File: src/rtl/ula_pipe.sv
`default_nettype none
// ============================================================================
// ula_pipe : two-stage pipelined ALU (logic/arithmetic groups) with a global
//            valid/ready stall and sticky overflow. Macro ULA_SAT_EN enables
//            signed saturation of overflowing arithmetic results.
// Revision : 1.0
// ============================================================================
module ula_pipe #(
  parameter int WIDTH = 6
) (
  input  logic             CLOCK_50,
  input  logic             reset_n,
  input  logic             in_valid,
  output logic             in_ready,
  input  logic [WIDTH-1:0] in_a,
  input  logic [WIDTH-1:0] in_b,
  input  logic [2:0]       in_op,
  input  logic             in_modo,
  output logic             out_valid,
  input  logic             out_ready,
  output logic [WIDTH-1:0] out_result,
  output logic             out_zero,
  output logic             out_carry,
  output logic             out_ovf,
  output logic             out_neg,
  input  logic             clr_sticky,
  output logic             ovf_sticky
);

  logic             s1_valid;
  logic [WIDTH-1:0] s1_a;
  logic [WIDTH-1:0] s1_b;
  logic [2:0]       s1_op;
  logic             s1_modo;
  logic             advance;

  logic [WIDTH-1:0] x;
  logic [WIDTH-1:0] y;
  logic             cin;
  logic             ext;
  logic [WIDTH:0]   sum;
  logic [WIDTH-1:0] res;
  logic             carry;
  logic             ovf;

  assign advance  = !(out_valid && !out_ready);
  assign in_ready = advance;

  // Every arithmetic op is one adder pass x + y + cin. Decrements add -1 at
  // WIDTH+1 bits (carry reads as borrow); A-B style ops use A+~B+1 (carry
  // reads as no-borrow).
  always_comb begin
    x   = s1_a;
    y   = s1_b;
    cin = 1'b0;
    ext = 1'b0;
    case (s1_op)
      3'd0: cin = 1'b0;
      3'd1: begin y = ~s1_b; cin = 1'b1; end
      3'd2: y = ~s1_b;
      3'd3: cin = 1'b1;
      3'd4: begin y = '0; cin = 1'b1; end
      3'd5: begin y = '1; ext = 1'b1; end
      3'd6: begin x = s1_b; y = '0; cin = 1'b1; end
      default: begin x = s1_b; y = '1; ext = 1'b1; end
    endcase
  end

  assign sum = {1'b0, x} + {ext, y} + {{WIDTH{1'b0}}, cin};

  always_comb begin
    res   = sum[WIDTH-1:0];
    carry = sum[WIDTH];
    ovf   = (x[WIDTH-1] == y[WIDTH-1]) && (sum[WIDTH-1] != x[WIDTH-1]);
    if (s1_modo) begin
      carry = 1'b0;
      ovf   = 1'b0;
      case (s1_op)
        3'd0: res = s1_a & s1_b;
        3'd1: res = ~s1_a;
        3'd2: res = ~s1_b;
        3'd3: res = s1_a | s1_b;
        3'd4: res = s1_a ^ s1_b;
        3'd5: res = ~(s1_a & s1_b);
        3'd6: res = s1_a;
        default: res = s1_b;
      endcase
    end
`ifdef ULA_SAT_EN
    // On overflow both addends share x's sign, so it is the sign of the true result.
    if (!s1_modo && ovf) begin
      res = x[WIDTH-1] ? {1'b1, {(WIDTH-1){1'b0}}} : {1'b0, {(WIDTH-1){1'b1}}};
    end
`endif
  end

  always_ff @(posedge CLOCK_50 or negedge reset_n) begin
    if (!reset_n) begin
      s1_valid   <= 1'b0;
      s1_a       <= '0;
      s1_b       <= '0;
      s1_op      <= '0;
      s1_modo    <= 1'b0;
      out_valid  <= 1'b0;
      out_result <= '0;
      out_zero   <= 1'b0;
      out_carry  <= 1'b0;
      out_ovf    <= 1'b0;
      out_neg    <= 1'b0;
    end else if (advance) begin
      s1_valid  <= in_valid;
      out_valid <= s1_valid;
      if (in_valid) begin
        s1_a    <= in_a;
        s1_b    <= in_b;
        s1_op   <= in_op;
        s1_modo <= in_modo;
      end
      if (s1_valid) begin
        out_result <= res;
        out_zero   <= (res == '0);
        out_carry  <= carry;
        out_ovf    <= ovf;
        out_neg    <= res[WIDTH-1];
      end
    end
  end

  // A delivered overflow wins over a simultaneous clear.
  always_ff @(posedge CLOCK_50 or negedge reset_n) begin
    if (!reset_n) begin
      ovf_sticky <= 1'b0;
    end else if (out_valid && out_ready && out_ovf) begin
      ovf_sticky <= 1'b1;
    end else if (clr_sticky) begin
      ovf_sticky <= 1'b0;
    end
  end

endmodule
`default_nettype wire

File: config.mk
export PLATFORM = sky130hd
export DESIGN_NAME = ula_pipe
export DESIGN_NICKNAME = d
export VERILOG_FILES = /design/src/rtl/ula_pipe.sv
export SDC_FILE = /design/constraint.sdc
export NUM_CORES = 1
export LEC_CHECK = 0
export CORE_MARGIN = 8
export CORE_UTILIZATION = 55
export DETAILED_ROUTE_END_ITERATION = 12
export GPL_TIMING_DRIVEN = 0
export PLACE_DENSITY = 0.81
export REMOVE_ABC_BUFFERS = 1
export SLEW_MARGIN = 10
export SYNTH_ARGS = -nofsm -noshare
export SYNTH_HDL_FRONTEND = slang
export SYNTH_SLANG_ARGS = --single-unit
File: constraint.sdc
create_clock -name CLOCK_50 -period 3.7 [get_ports CLOCK_50]
set_input_delay 0.555 -clock CLOCK_50 [delete_from_list [all_inputs] [get_ports CLOCK_50]]
set_output_delay 0.555 -clock CLOCK_50 [all_outputs]
set_load 0.05 [all_outputs]
==> Word-level counts from Yosys, hierarchy flattened <==
Cells that the tools add are included.
{ "op_classes": {"eq_ne": 8, "n_reduce_logical": 17, "n_bitwise": 7, "add_sub_neg": 2, "muxes": 10} }
{ "ops": {"columns": ["op", "count"], "rows": [
  ["one-hot mux 6 bit (7 select lines)", 1],
  ["NOT 6 bit", 3],
  ["one-hot mux 6 bit (3 select lines)", 1],
  ["2-to-1 mux 6 bit", 2],
  ["OR reduction 6 bit", 2],
  ["equality test 3 bit, second input constant", 3],
  ["adder 6 x 7 -> 7 bit", 1],
  ["adder 7 x 1 -> 7 bit", 1],
  ["bitwise AND 6 bit", 1],
  ["equality test 3 x 2 -> 1 bit, second input constant", 2],
  ["zero test 6 bit", 1],
  ["2-to-1 mux 1 bit", 6],
  ["OR 6 bit", 1],
  ["OR reduction 2 bit", 3],
  ["XOR 6 bit", 1],
  ["logical AND 1 bit", 4],
  ["AND reduction 2 bit", 2],
  ["OR reduction 4 bit", 1],
  ["equality test 3 x 1 -> 1 bit, second input constant", 1],
  ["zero test 3 bit", 1],
  ["zero test 1 bit", 2],
  ["nonzero test 2 bit", 1],
  ["equality test 1 bit", 1],
  ["!= test 1 bit", 1],
  ["NOT 1 bit", 1]
]} }
{ "word_totals": {"out_inout_bits": 13, "ff_bits": 29, "word_cells": 56, "input_bits": 21} }

==> Logic depth before layout (Yosys ltp) <==
{ "depth": {"ltp_word": 8, "depth_mapped": 14, "depth_no_buf": 12} }

==> Least setup slack after synthesis <==
Ideal clock, no wire load.
{ "synth_path": {"kind": "reg-to-reg", "startpoint": "reg s1_op[1]", "endpoint": "reg out_carry", "setup_ns": 0.096, "stages_incl_launch_ff": 15, "period_less_slack_ns": 2.730, "path_buffers": 2, "required_time_ns": 3.604, "setup_slack_ns": 0.970, "arrival_ns": 2.634, "cell_sequence": "dfrtp_1 buf_2 buf_2 xnor2_1 nor2_1 xnor2_1 fa_1 inv_1 fa_1 nand2b_1 a21oi_1 a21o_1 a21oi_1 xnor2_1 o31ai_1"} }
{ "synth_via": {"elab_chain_len": 6, "word_cells_on_any_way": 20, "classes_between": "2 x add/sub; 6 x eq/ne; 5 x mux; 7 x reduce/logical"} }
{ "synth_lines": {"columns": ["item", "line_no", "text"], "rows": [
  ["start: declaration", "33", "logic [2:0] s1_op;"],
  ["start signal: assignment", "116", "s1_op <= in_op;"],
  ["equality test 3 bit, or another cell as far along", "57", "case (s1_op)"],
  ["OR reduction 2 bit (no source line) / OR reduction 6 bit (equally long branches)", null, null],
  ["one-hot mux 6 bit (3 select lines), or another cell as far along", "57", null],
  ["adder 6 x 7 -> 7 bit", "69", "assign sum = {1'b0, x} + {ext, y} + {{WIDTH{1'b0}}, cin};"],
  ["adder 7 x 1 -> 7 bit *", "69", null],
  ["2-to-1 mux 1 bit *", "75", "if (s1_modo) begin"],
  ["end signal: assignment", "122", "out_carry <= carry;"],
  ["end: declaration", "23", "output logic out_carry,"]
]} }
Mark *: on every way between the ends. The rest lies on a longest branch, timed or not.
A chain may end at the register's enable or synchronous reset.

==> Worst setup path in the final report <==
{ "layout_path": {"startpoint": "reg s1_op[0]", "endpoint": "reg out_zero"} }
{ "layout_via": {"elab_chain_len": 7, "word_cells_on_any_way": 20, "classes_between": "2 x add/sub; 6 x eq/ne; 5 x mux; 7 x reduce/logical"} }
{ "layout_lines": {"columns": ["item", "line_no", "text"], "rows": [
  ["equality test 3 bit, or another cell as far along", "57, 78", null],
  ["OR reduction 2 bit (no source line) / OR reduction 6 bit (equally long branches)", null, null],
  ["one-hot mux 6 bit (3 select lines) / 2-to-1 mux 6 bit (equally long branches)", "57", null],
  ["adder 6 x 7 -> 7 bit", "69", null],
  ["adder 7 x 1 -> 7 bit", "69", null],
  ["2-to-1 mux 6 bit *", "75", null],
  ["zero test 6 bit *", "121", "out_zero <= (res == '0);"],
  ["end signal: assignment", "121", null],
  ["end: declaration", "22", "output logic out_zero,"]
]} }
Marks and branches as above.

==> impl_metrics.py <==
metrics = {
    "logic_synthesis": {
        "yosys_warnings": 0,
        "synth.distinct_cells": 54,
        "syn-cell-area_mm2": 0.00228,
        "synth_area_per_cell_um2": 9.12,
        "synthCells": 250,
        "synth-main-ff-cell": "dfrtp_1",
        "async_flop_share_pct": 100,
        "ys_seq_area_share_pct": 30.7,
        "synth_edf_count": 0,
        "synth-seq-cells": 28,
    },
    "pwr": {
        "clkPwrFrac_pct": 10.9,
        "powerDensity_mw_per_mm2": 663,
        "seqPwrFrac_pct": 28.7,
        "p_sw_uw": 811,
        "intPower_uw": 939,
        "cellLeakagePower_nw": 1.15,
        "irDropWorstVdd_uv": 339,
        "comb_power_share_pct": 60.4,
        "swShare_pct": 46.3,
    },
    "final_layout": {
        "area_delta_synth_final_pct": 15.8,
        "final_area_mm2": 0.00264,
        "fin_nets": 313,
        "multi_input_area_mm2": 0.00141,
        "layout_commonest_cell": "clkdlybuf4s50_1",
        "regArea_um2": 703,
        "drive_gt1_share_pct": 12.9,
        "antennaDiodeCount": 0,
        "layout_common_cells": "clkdlybuf4s50_1, dfrtp_1, nand2_1",
        "fill_cells": 347,
        "final_util_pct": 66.0,
        "final_cell_count_no_fill": 322,
    },
    "placed_design": {
        "place_ws_ns": 0.0907,
        "place_area_mm2": 0.00259,
        "port_buffers": 33,
        "dpl.hpwl_um": 3420,
        "placed_cells": 318,
        "gp_congestion": 0.901,
    },
    "global_route": {
        "grt_overflow": 0,
        "grt_max_degree": 29,
        "grt_usage_pct": 14.4,
        "grt_pass1_wl_um": 7580,
        "antenna_found_initial": 0,
        "grt_pass1_vias": 1686,
    },
    "floorplanning": {
        "num_rows": 23,
        "fp.dieW_um": 80.4,
        "core_mm2": 0.00400,
        "start_util_pct": 57.0,
        "io_pins": 34,
        "fp.dieH_um": 80.4,
        "dieArea_mm2": 0.00646,
    },
    "clock_network": {
        "path_clk_slew_ns": 0.09,
        "htree_levels": 1,
        "cts_tree": "yes",
        "root_buffer": "clkbuf_8",
        "clock_sinks": 28,
        "insertion_delay_ns": 0.28,
        "postCtsSetupBuffers": 0,
        "clock_path_buffers": 2,
        "numCtsBuffers": 3,
    },
    "setup_path": {
        "slowest_stage": "dfrtp_1",
        "crit_arrival_ns": 3.50,
        "critPathRequiredTime_ns": 3.92,
        "path_class": "reg -> reg",
        "reg2reg_slack_ns": 0.42,
        "endpoint_kind": "flip-flop",
        "path_cells": "inv_4, xnor2_1, fa_1, inv_1, fa_1, nand2b_1, a21oi_1, xor2_1, a22oi_1, nand4b_1, o21ai_2",
        "worstReg2RegStart": "s1_op[0]",
        "r2r_end": "out_zero",
        "cp_max_fo": 28,
        "slowest_delay_ns": 0.96,
        "cp_common_cell": "fa_1",
        "cp-start-kind": "flip-flop",
        "worstRegToRegCells": 11,
        "crit_start": "s1_op[0]",
    },
    "sta": {
        "fin_crit_sh_pct": 88.7,
        "worstMarginPinSlew_ns": 0.921,
        "rsz0062_at_grt": "no",
        "fmaxAchievable_mhz": 305,
        "hold_viol": 0,
        "finalSetupTns_ns": 0,
        "finClkSkew_ns": 0.00363,
        "layout_min_cycle_time_ns": 3.28,
        "relSlewSlack_pct": 38.6,
        "setup_ws_ns": 0.418,
        "setup_viol": 0,
        "slew_violations": 0,
    },
    "status": {
        "status": "finished, final reports clean",
    },
    "routing": {
        "via_per_inst": 5.70,
        "vias": 1835,
        "drt_iter0_drc": 119,
        "wire_per_inst_um": 14.1,
        "ant_nets": 0,
        "drt_wl_total_um": 4550,
        "drc": 0,
        "dr.pass1.iters": 4,
    },
    "worst_hold_path": {
        "min_path_type": "in -> async",
    },
    "job": {
        "maxCapViolCount": 0,
    },
}
-- sequential cells by signal (all words and copies together), names as in the netlist, 3 cells and up --
register    count
out_result      6
s1_a            6
s1_b            6
s1_op           3
-- area by class of cell --
class / count / area share [%]
multi-input cells: 185 / 53.3
flip-flops and latches: 28 / 26.6
repair buffers: 33 / 12.3
inverters: 22 / 3.22
well taps: 50 / 2.37
clock buffers: 4 / 2.09
-- worst max-delay path: cells and delay by family, from the launching register on --
family	cells	cell delay, ns
buf+inv	2	0.28
flops	1	0.96
simple gates	2	0.35
fa+ha+maj	2	0.61
xor+xnor	2	0.39
compound gates	3	0.63
-- cell usage after synthesis (all sizes together) (2+ instances only) --
master | number | area (um^2)
a211oi | 2 | 20.0
a21oi | 14 | 70.1
buf | 10 | 67.6
clkbuf | 5 | 18.8
dfrtp | 28 | 701
fa | 2 | 40.0
ha | 17 | 213
inv | 22 | 85.1
mux2 | 19 | 221
mux2i | 4 | 40.0
mux4 | 2 | 45.0
nand2 | 23 | 86.3
nand2b | 5 | 31.3
nand3 | 4 | 20.0
nor2 | 22 | 82.6
nor2b | 4 | 25.0
nor3b | 2 | 15.0
o2111ai | 2 | 17.5
o211ai | 2 | 15.0
o21a | 3 | 22.5
o21ai | 17 | 88.8
o311ai | 3 | 33.8
or3b | 2 | 17.5
or4b | 2 | 20.0
xnor2 | 14 | 123
xor2 | 2 | 17.5
-- kinds of logic after synthesis --
| kind of cell | count (synthesis) | share of synthesized area (%) |
|---|---|---|
| AO/OA/AOI/OAI | 54 | 15.8 |
| XOR/XNOR | 16 | 6.15 |
| adder cells (fa/ha/maj) | 19 | 11.1 |
| buffers and inverters | 37 | 7.52 |
| flip-flops | 28 | 30.7 |
| multiplexers | 25 | 13.4 |
| AND/OR/NAND/NOR | 71 | 15.3 |
-- power groups by stage --
| stage | combinational, mW | sequential [mW] | clock [mW] |
|---|---|---|---|
| final | 1.06 | 0.503 | 0.191 |
| after global routing | 1.15 | 0.518 | 0.208 |
| after CTS | 1.06 | 0.502 | 0.195 |
| after detailed placement | 1.05 | 0.509 | 0 |
| after global placement | 1.02 | 0.503 | 0 |
| after floorplan | 0.591 | 0.675 | 0 |
-- layer usage --
metal  global-route usage [%]  vias to the layer above  share of wire (%)
li1                         -                      912                  -
met1                     19.0                      860                 46
met2                     22.5                       53                 47
met3                     2.68                       10                6.0
met4                     6.18                        0                1.9
met5                        0                        -                  0
-- stage by stage --
stage / total power, mW / hold WS, ns
global placement: 1.52 / 0.461
detailed placement: 1.56 / 0.467
finish: 1.75 / 0.274
global route: 1.88 / 0.337
floorplan: 1.27 / 0.259
CTS: 1.76 / 0.488
-- worst max path at each step --
stage	slack, ns	endpoint	depth (start not counted)
finish	0.42	out_zero	11
global route	0.12	out_zero	11
CTS	0.03	out_zero	11
detailed placement	0.09	out_zero	11
global placement	0.18	out_zero	11
floorplan	0.75	out_carry	11
-- repair_timing --
action                                 in CTS  in global routing
setup endpoints to repair                   0                  5
hold buffers                                0                  0
gates resized for setup                     0                  2
endpoints found under the hold margin       0                  0
(Power assumes the default switching activity.)
